--- config.mk ---
export PLATFORM = sky130hd
export DESIGN_NAME = if_fetch_stage
export DESIGN_NICKNAME = d
export VERILOG_FILES = /design/src/rtl/pipe_pkg.sv /design/src/rtl/if_id_reg.sv /design/src/rtl/if_fetch_stage.sv
export SDC_FILE = /design/constraint.sdc
export NUM_CORES = 1
export LEC_CHECK = 0
export ABC_AREA = 1
export CELL_PAD_IN_SITES_DETAIL_PLACEMENT = 0
export CELL_PAD_IN_SITES_GLOBAL_PLACEMENT = 1
export CORE_UTILIZATION = 29
export DETAILED_ROUTE_END_ITERATION = 6
export PLACE_DENSITY_LB_ADDON = 0.1
export SYNTH_ARGS = -nofsm -noshare
export SYNTH_HDL_FRONTEND = slang
export SYNTH_SLANG_ARGS = --single-unit
--- constraint.sdc ---
create_clock -name clk_i -period 1.85 [get_ports clk_i]
set_input_delay 0.185 -clock clk_i [delete_from_list [all_inputs] [get_ports clk_i]]
set_output_delay 0.185 -clock clk_i [all_outputs]
set_load 0.005 [all_outputs]
--- src/rtl/pipe_pkg.sv ---
// Shared pipeline types and constants for the IF stage and its IF/ID consumer.
package pipe_pkg;

  localparam int          INSTR_W   = 32;
  localparam logic [31:0] NOP_INSTR = 32'h0000_0000;
  localparam logic [31:0] PC_STEP   = 32'd4;

  typedef struct packed {
    logic        valid;
    logic [31:0] instr;
    logic [31:0] pc_plus4;
  } if_id_t;

  // Action taken by the fetch stage on the most recent clock edge.
  typedef enum logic [1:0] {
    FETCH_RESET = 2'd0,
    FETCH_RUN   = 2'd1,
    FETCH_STALL = 2'd2,
    FETCH_FLUSH = 2'd3
  } fetch_state_t;

  function automatic logic [31:0] sat_inc(input logic [31:0] value);
    return (value == 32'hFFFF_FFFF) ? value : value + 32'd1;
  endfunction

  function automatic logic [31:0] word_align(input logic [31:0] addr);
    return {addr[31:2], 2'b00};
  endfunction

endpackage

--- src/rtl/if_id_reg.sv ---
// IF/ID pipeline register with load, flush and hold controls.
// Priority: rst > flush > hold > load.
import pipe_pkg::*;

module if_id_reg (
  input  logic        clk,
  input  logic        rst,
  input  logic        load,
  input  logic        flush,
  input  logic        hold,
  input  logic [31:0] instr,
  input  logic [31:0] pc_plus4,
  output if_id_t      q
);

  always_ff @(posedge clk) begin
    if (rst) begin
      q.valid    <= 1'b0;
      q.instr    <= NOP_INSTR;
      q.pc_plus4 <= 32'h0;
    end else if (flush) begin
      // pc_plus4 is deliberately kept; only the instruction slot is killed.
      q.valid <= 1'b0;
      q.instr <= NOP_INSTR;
    end else if (hold) begin
      q <= q;
    end else if (load) begin
      q.valid    <= 1'b1;
      q.instr    <= instr;
      q.pc_plus4 <= pc_plus4;
    end
  end

endmodule

--- src/rtl/if_fetch_stage.sv ---
// MIPS instruction-fetch stage: PC register, IMEM address and IF/ID register.
// Optional perf counters are built when IF_PERF_CNT_EN is defined.
import pipe_pkg::*;

module if_fetch_stage #(
  parameter int                DATA_W   = 32,
  parameter logic [DATA_W-1:0] PC_RESET = '0
) (
  input  logic              clk_i,
  input  logic              rst_i,
  input  logic              stall_i,
  input  logic              redirect_i,
  input  logic [DATA_W-1:0] redirect_pc_i,
  output logic [DATA_W-1:0] imem_addr_o,
  input  logic [DATA_W-1:0] imem_instr_i,
  output logic [DATA_W-1:0] pc_o,
  output logic              if_id_valid_o,
  output logic [DATA_W-1:0] if_id_instr_o,
  output logic [DATA_W-1:0] if_id_pc_plus4_o,
`ifdef IF_PERF_CNT_EN
  output logic [31:0]       perf_fetch_o,
  output logic [31:0]       perf_stall_o,
  output logic [31:0]       perf_flush_o,
`endif
  output fetch_state_t      fetch_state_o
);

  logic [DATA_W-1:0] pc_q;
  logic [DATA_W-1:0] pc_plus4;
  logic              do_redirect;
  logic              do_stall;
  logic              do_advance;
  if_id_t            if_id_q;

  // Redirect beats stall; a combined cycle is purely a flush.
  assign do_redirect = redirect_i;
  assign do_stall    = stall_i && !redirect_i;
  assign do_advance  = !stall_i && !redirect_i;

  assign pc_plus4 = pc_q + PC_STEP;

  always_ff @(posedge clk_i) begin
    if (rst_i) begin
      pc_q <= PC_RESET;
    end else if (do_redirect) begin
      pc_q <= word_align(redirect_pc_i);
    end else if (do_advance) begin
      pc_q <= pc_plus4;
    end
  end

  always_ff @(posedge clk_i) begin
    if (rst_i) begin
      fetch_state_o <= FETCH_RESET;
    end else if (do_redirect) begin
      fetch_state_o <= FETCH_FLUSH;
    end else if (do_stall) begin
      fetch_state_o <= FETCH_STALL;
    end else begin
      fetch_state_o <= FETCH_RUN;
    end
  end

  if_id_reg u_if_id_reg (
    .clk      (clk_i),
    .rst      (rst_i),
    .load     (do_advance),
    .flush    (do_redirect),
    .hold     (do_stall),
    .instr    (imem_instr_i),
    .pc_plus4 (pc_plus4),
    .q        (if_id_q)
  );

  assign imem_addr_o      = pc_q;
  assign pc_o             = pc_q;
  assign if_id_valid_o    = if_id_q.valid;
  assign if_id_instr_o    = if_id_q.valid ? if_id_q.instr : NOP_INSTR;
  assign if_id_pc_plus4_o = if_id_q.pc_plus4;

`ifdef IF_PERF_CNT_EN
  logic [31:0] fetch_cnt_q;
  logic [31:0] stall_cnt_q;
  logic [31:0] flush_cnt_q;

  always_ff @(posedge clk_i) begin
    if (rst_i) begin
      fetch_cnt_q <= 32'h0;
      stall_cnt_q <= 32'h0;
      flush_cnt_q <= 32'h0;
    end else begin
      if (do_advance)  fetch_cnt_q <= sat_inc(fetch_cnt_q);
      if (do_stall)    stall_cnt_q <= sat_inc(stall_cnt_q);
      if (do_redirect) flush_cnt_q <= sat_inc(flush_cnt_q);
    end
  end

  assign perf_fetch_o = fetch_cnt_q;
  assign perf_stall_o = stall_cnt_q;
  assign perf_flush_o = flush_cnt_q;
`endif

endmodule

==> reports/metrics.cfg, run 1 <==
[placed_design]
numPlacedInstances=1104
place_hpwl_mm=11.3
gp_congestion=0.793
dpl-instance-area_mm2=0.00676
io_buffers=190
place_worst_setup_slack_ns=0.152

[critical_path]
critical_path_required_ns=1.66
worstSetupStartpoint=u_if_id_reg.q[64]
nature_of_the_critical_path_startpoint=flop
timing.rr.start=imem_addr_o[17]
worst-path-max-fanout=25
cp_slowest_cell=sky130_fd_sc_hd__clkdlybuf4s50_1
critPathCaptureType=output port
setup.reg_to_reg.worst_slack_ns=0.25
r2r_endpoint=u_if_id_reg.q[30]
r2r.worst_path.cells=7
critPathMaxStageDelay_ns=0.52
crit_arrival_ns=1.56
critPathKind=reg -> out
timing.critical_path.cells=buf_8 > nand2_1 > inv_1 > clkdlybuf4s50_1

[detailed_routing]
ant_nets=0
route.detailed.drc=0
routed_len_inst_um=13.6
via_count=4972
firstDrtPassIters=4
detail_route.vias_per_cell=4.44
drt_wl_total_mm=15.3
drt_iter0_drc=270

[finish]
nets=964
antennaDiodeCount=0
multi_input_comb_area_mm2=0.00216
flow.area_growth_from_synthesis_pct=43.5
stdcell_area_mm2=0.00710
drive_above_1_share_pct=8.11
num-fill-cells=1730
layoutNonFillerInstCount=1120
regArea_mm2=0.00190

[worst_hold_path]
hp-class=in -> reg
min_delay_path_depth=3
capture_endpoint_of_the_worst_hold_path=u_if_id_reg.q[58]
hp-start=imem_instr_i[26]

[yosys]
synth.top_cell.area_share_pct=38.4
yosys_warnings=0
post_synth.cell_area_avg_um2=6.55
synth.largest_area_cell=sky130_fd_sc_hd__dfxtp_1
yosys_cell_types=28
synth-edff-count=0
synth-seq-cells=95
synth_top_cells_by_count=sky130_fd_sc_hd__nand2_1 (250), sky130_fd_sc_hd__dfxtp_1 (95), sky130_fd_sc_hd__inv_1 (73)
syn_inst=756
synth-main-ff-cell=sky130_fd_sc_hd__dfxtp_1
post_synth_main_area_contributors=sky130_fd_sc_hd__dfxtp_1 (38%), sky130_fd_sc_hd__nand2_1 (19%), sky130_fd_sc_hd__buf_4 (10%)
synthesis.area_mm2=0.00495
synth.most_common_cell=sky130_fd_sc_hd__nand2_1
synthArstFlopShare_pct=0
sequential_area_share_after_synthesis_pct=38.4

[sta]
finalMaxSlewViolations=0
fin_crit_sh_pct=94.5
hold_viol=0
fin_worst_skew_ns=0.00567
achievable-frequency_mhz=572
post-route-worst-setup-slack_ns=0.101
timing.final.crit_period_ns=1.75
setup_viol=0

[power_and_ir_drop]
irDropWorstVdd_uv=451
p_leak_nw=3.12
total_power_w=0.00501
power.density_mw_per_mm2=706

[clock_tree]
cts_setup_buffers=0
cts_root_buffer_type=sky130_fd_sc_hd__clkbuf_16
cts_tree=done
clkSlewWorstSetupHoldPaths_ns=0.06
max-clock-path-buffers=2
hold_buffers=0
cts_buffers=9
clock_sinks=95
ctsHtreeMaxLevel=3
insertion_delay_ns=0.35

[global_route]
number_of_global_route_vias_before_repair=4747
met3_usage_pct=5.21
grt.met2_usage_pct=28.3
grt-ovfl-total=0
global_route.peak_usage_layer=met2
grt_max_degree=37
global_route.usage.total_pct=17.8
grt_first_pass_wirelength_mm=24.6
globalRouteMet1Util_pct=22.5
antenna_violations_before_repair=0

[floorplan]
design.die.area_mm2=0.0176
row_count=47
floorplan.initialDensity_pct=29.7
chipWidth_um=133
core_area_mm2=0.0166
design.portCount=199
height_of_the_chip_um=133

[run]
cap_viol_max_count=0

[status]
run_status=finished, final reports clean

[worst max-delay path, delay by kind of cell, from the launching register on]
family	cells	cell delay, ns
DFF	1	0.36
and+or+nand+nor	1	0.07
buffers and inverters	3	0.77
[worst max path at each step]
stage,end,cells after the start,slack (ns)
after global routing,if_id_instr_o[18],4,-0.003
after detailed placement,u_if_id_reg.q[58],5,0.15
final,if_id_instr_o[8],4,0.10
after global placement,u_if_id_reg.q[32],5,0.19
after CTS,if_id_instr_o[2],4,0.007
after floorplan,imem_addr_o[28],8,0.45
[layout by cell type (no fill, tap or decap)]
cell type,count
sky130_fd_sc_hd__nand2_1,250
sky130_fd_sc_hd__clkdlybuf4s50_1,190
sky130_fd_sc_hd__dfxtp_1,95
sky130_fd_sc_hd__inv_1,73
sky130_fd_sc_hd__nor2_1,65
sky130_fd_sc_hd__nand3_1,44
sky130_fd_sc_hd__o21ai_0,29
sky130_fd_sc_hd__buf_4,26
sky130_fd_sc_hd__nor3_1,23
sky130_fd_sc_hd__a21oi_1,21
sky130_fd_sc_hd__o21ai_1,14
sky130_fd_sc_hd__clkbuf_16,9
sky130_fd_sc_hd__nand4_1,8
sky130_fd_sc_hd__inv_2,7
sky130_fd_sc_hd__a31oi_1,6
sky130_fd_sc_hd__nor2_2,6
sky130_fd_sc_hd__conb_1,6
sky130_fd_sc_hd__nand2_2,5
sky130_fd_sc_hd__nor2_4,4
sky130_fd_sc_hd__or2_2,2
sky130_fd_sc_hd__o211ai_1,2
sky130_fd_sc_hd__bufinv_16,2
sky130_fd_sc_hd__clkinvlp_4,2
sky130_fd_sc_hd__clkbuf_8,2
sky130_fd_sc_hd__nand3_2,1
sky130_fd_sc_hd__nand2_4,1
sky130_fd_sc_hd__nor2_8,1
sky130_fd_sc_hd__o21ai_2,1
sky130_fd_sc_hd__a21oi_2,1
sky130_fd_sc_hd__ha_1,1
sky130_fd_sc_hd__clkinv_2,1
sky130_fd_sc_hd__buf_12,1
sky130_fd_sc_hd__buf_8,1
[layer usage]
layer	vias up	wire, um
li1	2558	-
met2	164	6940
met3	14	1130
met5	-	0
met1	2236	6920
met4	0	266
[layout make-up]
| cell class | count | area share [%] |
|---|---|---|
| Multi-Input combinational cell | 491 | 30.4 |
| Timing Repair Buffer | 218 | 30.0 |
| Sequential cell | 95 | 26.8 |
| Inverter | 80 | 4.23 |
| Tap cell | 220 | 3.88 |
| Clock buffer | 11 | 3.56 |
| Clock inverter | 5 | 1.13 |
[repair_timing]
action | in CTS | in global routing
gates resized for setup | 0 | 2
setup endpoints to repair | 0 | 23
hold endpoints to repair | 0 | 0
[cells by family (layout without fill, tap and decap cells)]
| logic type | count (synthesis) | after routing | synth area share (%) |
|---|---|---|---|
| other | 1 | 6 | 0.0757 |
| AND/OR/NAND/NOR | 410 | 410 | 34.9 |
| flip-flops | 95 | 95 | 38.4 |
| adder cells (fa/ha/maj) | 1 | 1 | 0.253 |
| AO/OA/AOI/OAI | 74 | 74 | 7.88 |
| buffers and inverters | 175 | 314 | 18.5 |
[flip-flops by register name, summed over array words and instances, names as in the netlist]
signal and flops:
fetch_state_o 2, imem_addr_o 30, u_if_id_reg.q 63
[power by group]
part | switching (W) | internal [W] | total [W]
sequential | 0.0000794 | 0.00212 | 0.00220
combinational | 0.000312 | 0.000404 | 0.000716
clock | 0.000837 | 0.00126 | 0.00209
[metrics by stage]
step / TNS, ns / utilization (%) / hold WS [ns]
2_1_floorplan: 0 / - / 0.333
3_3_place_gp: 0 / 40.6 / 0.442
3_5_place_dp: 0 / 40.6 / 0.446
4_1_cts: 0 / 42.6 / 0.376
5_1_grt: -0.00271 / 42.7 / 0.389
6_report: 0 / 42.7 / 0.389
No activity file was read; power rests on OpenSTA's default activity.
==> inputs of run 2 (changes only) <==
--- a/config.mk
+++ b/config.mk
@@ -10,7 +10,7 @@
 export CELL_PAD_IN_SITES_GLOBAL_PLACEMENT = 1
 export CORE_UTILIZATION = 29
 export DETAILED_ROUTE_END_ITERATION = 6
-export PLACE_DENSITY_LB_ADDON = 0.1
+export PLACE_DENSITY = 0.86
 export SYNTH_ARGS = -nofsm -noshare
 export SYNTH_HDL_FRONTEND = slang
 export SYNTH_SLANG_ARGS = --single-unit
==> run 2 against run 1 <==
  * Non-clock buffer count decreased by 3
  * Worst setup slack got worse by 0.0041 ns
  * Sequential share of layout area fell by 0.053 points
  * Clock skew rose by 0.0022 ns
  * Maximum frequency is 0.24% lower
  * Largest power group unchanged
==> reports/metrics.cfg, run 2 (synthesis results as in run 1) <==
[detailed_routing]
drt_wl_total_mm=14.6  ; -4.3%
drt_iter0_drc=219  ; -19%
ant_nets=0  ; unchanged
detail_route.vias_per_cell=4.35  ; -2.1%
routed_len_inst_um=13.1  ; -4.0%
firstDrtPassIters=4  ; unchanged
via_count=4851  ; -2.4%
route.detailed.drc=0  ; unchanged

[finish]
regMostFlops=u_if_id_reg.q
antennaDiodeCount=0  ; unchanged
mostFrequentLayoutCells=sky130_fd_sc_hd__nand2_1 (250), sky130_fd_sc_hd__clkdlybuf4s50_1 (190), sky130_fd_sc_hd__dfxtp_1 (94)
drive_above_1_share_pct=7.70  ; -0.41 points
largest_register_ff_count=63  ; unchanged
final_core_util_pct=42.8  ; +0.11 points
final_common_cell=sky130_fd_sc_hd__nand2_1
flow.area_growth_from_synthesis_pct=43.8
nets=961  ; -0.31%

[critical_path]
cpLargestDelayFamily=buffers and inverters
timing.rr.start=imem_addr_o[15]
critPathKind=reg -> out
critical_path_required_ns=1.66  ; about the same
worst-path-max-fanout=17  ; -32%
critPathCaptureType=output port
critPathMaxStageDelay_ns=0.51  ; about the same
crit_arrival_ns=1.57  ; about the same
cp_num_buf_inv=3  ; unchanged
cp_slowest_cell=sky130_fd_sc_hd__clkdlybuf4s50_1
nature_of_the_critical_path_startpoint=flop
timing.critical_path.cells=buf_12 > nand2_1 > inv_1 > clkdlybuf4s50_1
r2r.worst_path.cells=9  ; +2
r2r_endpoint=u_if_id_reg.q[29]
setup.reg_to_reg.worst_slack_ns=0.26  ; about the same

[sta]
timing.final.crit_period_ns=1.75  ; +0.00415 ns
finalMaxSlewViolations=0  ; unchanged
fin_worst_skew_ns=0.00785  ; +0.00218 ns
hold_viol=0  ; unchanged
setup-tns-final_ns=0  ; unchanged
setup_viol=0  ; unchanged
rsz0062_at_grt=no
achievable-frequency_mhz=571  ; -0.24%
fin_crit_sh_pct=94.7  ; +0.22 points
post-route-worst-setup-slack_ns=0.0972  ; -0.00415 ns

[clock_tree]
cts_tree=done
cts_setup_buffers=0  ; unchanged
cts_buffers=9  ; unchanged
ctsHtreeMaxLevel=3  ; unchanged
clkSlewWorstSetupHoldPaths_ns=0.07  ; about the same
insertion_delay_ns=0.34  ; about the same
clock_sinks=95  ; unchanged
max-clock-path-buffers=2  ; unchanged
cts_root_buffer_type=sky130_fd_sc_hd__clkbuf_16

[placed_design]
io_buffers=190  ; unchanged
place_worst_setup_slack_ns=0.236  ; +0.0840 ns
place_hpwl_mm=10.7  ; -5.5%
gp_congestion=0.779  ; -1.8%

[status]
run_status=finished, final reports clean

[floorplan]
design.die.area_mm2=0.0176  ; unchanged
height_of_the_chip_um=133  ; unchanged
design.portCount=199  ; unchanged
chipWidth_um=133  ; unchanged
row_count=47  ; unchanged
floorplan.initialDensity_pct=29.7  ; unchanged
core_area_mm2=0.0166  ; unchanged

[worst_hold_path]
min_delay_path_depth=3  ; unchanged
hp-class=in -> reg
hp-start=imem_instr_i[12]
capture_endpoint_of_the_worst_hold_path=u_if_id_reg.q[44]

[power_and_ir_drop]
irDropWorstVdd_uv=495  ; +9.7%
p_leak_nw=3.12  ; about the same
power.density_mw_per_mm2=692  ; -2.0%

[run]
cap_viol_max_count=0  ; unchanged

[global_route]
number_of_global_route_vias_before_repair=4578  ; -3.6%
grt_first_pass_wirelength_mm=23.2  ; -5.5%
grt_max_degree=38  ; +2.7%
antenna_violations_before_repair=0  ; unchanged
grt-ovfl-total=0  ; unchanged
global_route.usage.total_pct=16.7  ; -1.1 points

[run 2: cell types whose count changed in the layout (fill, tap and decap cells not counted), sizes merged]
cell and change:
buf -4, clkinv +1, clkbuf +1, clkinvlp -2
[run 2: metrics by stage]
step / hold slack [ns] / power [W] / instance area, um^2 / instances
final: 0.395 / 0.00493 / 7120 / 1116
after global placement: 0.438 / 0.00297 / 6780 / 1100
after CTS: 0.378 / 0.00499 / 7100 / 1115
after detailed placement: 0.439 / 0.00298 / 6780 / 1100
after global routing: 0.399 / 0.00516 / 7120 / 1116
after floorplan: 0.333 / 0.00258 / 4970 / 761
[run 2: layout make-up]
| type | count | area (um^2) |
|---|---|---|
| clock buffer | 11 | 243 |
| clock inverter | 4 | 70.1 |
| fill | 1768 | 9520 |
| inverter | 80 | 300 |
| multi-input combinational | 491 | 2160 |
| sequential | 95 | 1900 |
| tap | 220 | 275 |
| timing repair buffer | 215 | 2170 |
[run 2: where the power goes]
part	switching, W	internal [W]	total, W
logic	0.000309	0.000414	0.000723
registers	0.0000789	0.00213	0.00220
clock network	0.000787	0.00121	0.00200
total	0.00118	0.00375	0.00493
[run 2: worst max-delay path by stage]
stage,startpoint,end,cells after the start
3_5_place_dp,redirect_i,u_if_id_reg.q[7],6
2_1_floorplan,imem_addr_o[3],imem_addr_o[28],8
4_1_cts,u_if_id_reg.q[64],if_id_instr_o[0],4
3_3_place_gp,redirect_i,imem_addr_o[13],6
5_1_grt,u_if_id_reg.q[64],if_id_instr_o[0],4
6_report,u_if_id_reg.q[64],if_id_instr_o[0],4
[run 2: layer usage]
layer	track usage [%]	vias up	wire, um	part of all wire [%]
li1	-	2549	-	-
met1	20.7	2128	6530	45
met2	26.9	159	6600	45
met3	5.63	15	1230	8.4
met4	6.07	0	238	1.6
met5	0	-	0	0
[run 2: worst reg2reg max path, cell delays in order (launching register included)]
cell and delay, ns:
sky130_fd_sc_hd__dfxtp_1 0.48, sky130_fd_sc_hd__nand2_1 0.16, sky130_fd_sc_hd__nor2_4 0.23, sky130_fd_sc_hd__nand2_1 0.12, sky130_fd_sc_hd__nor2_1 0.19, sky130_fd_sc_hd__nand2_1 0.08, sky130_fd_sc_hd__nand2_1 0.06, sky130_fd_sc_hd__nand2_1 0.04
sky130_fd_sc_hd__nand3_1 0.08, sky130_fd_sc_hd__nand2_1 0.05
[run 2: what timing repair did]
item | 4_1_cts | 5_1_grt
gates resized for setup | 0 | 1
hold buffers | 0 | 0
setup endpoints to repair | 0 | 1
==> inputs of run 3 (changes only) <==
--- a/config.mk
+++ b/config.mk
@@ -11,6 +11,7 @@
 export CORE_UTILIZATION = 29
 export DETAILED_ROUTE_END_ITERATION = 6
 export PLACE_DENSITY = 0.86
+export SLEW_MARGIN = 20
 export SYNTH_ARGS = -nofsm -noshare
 export SYNTH_HDL_FRONTEND = slang
 export SYNTH_SLANG_ARGS = --single-unit
==> results of run 3 <==
Final layout, timing and power as in run 2 (identical DEF).
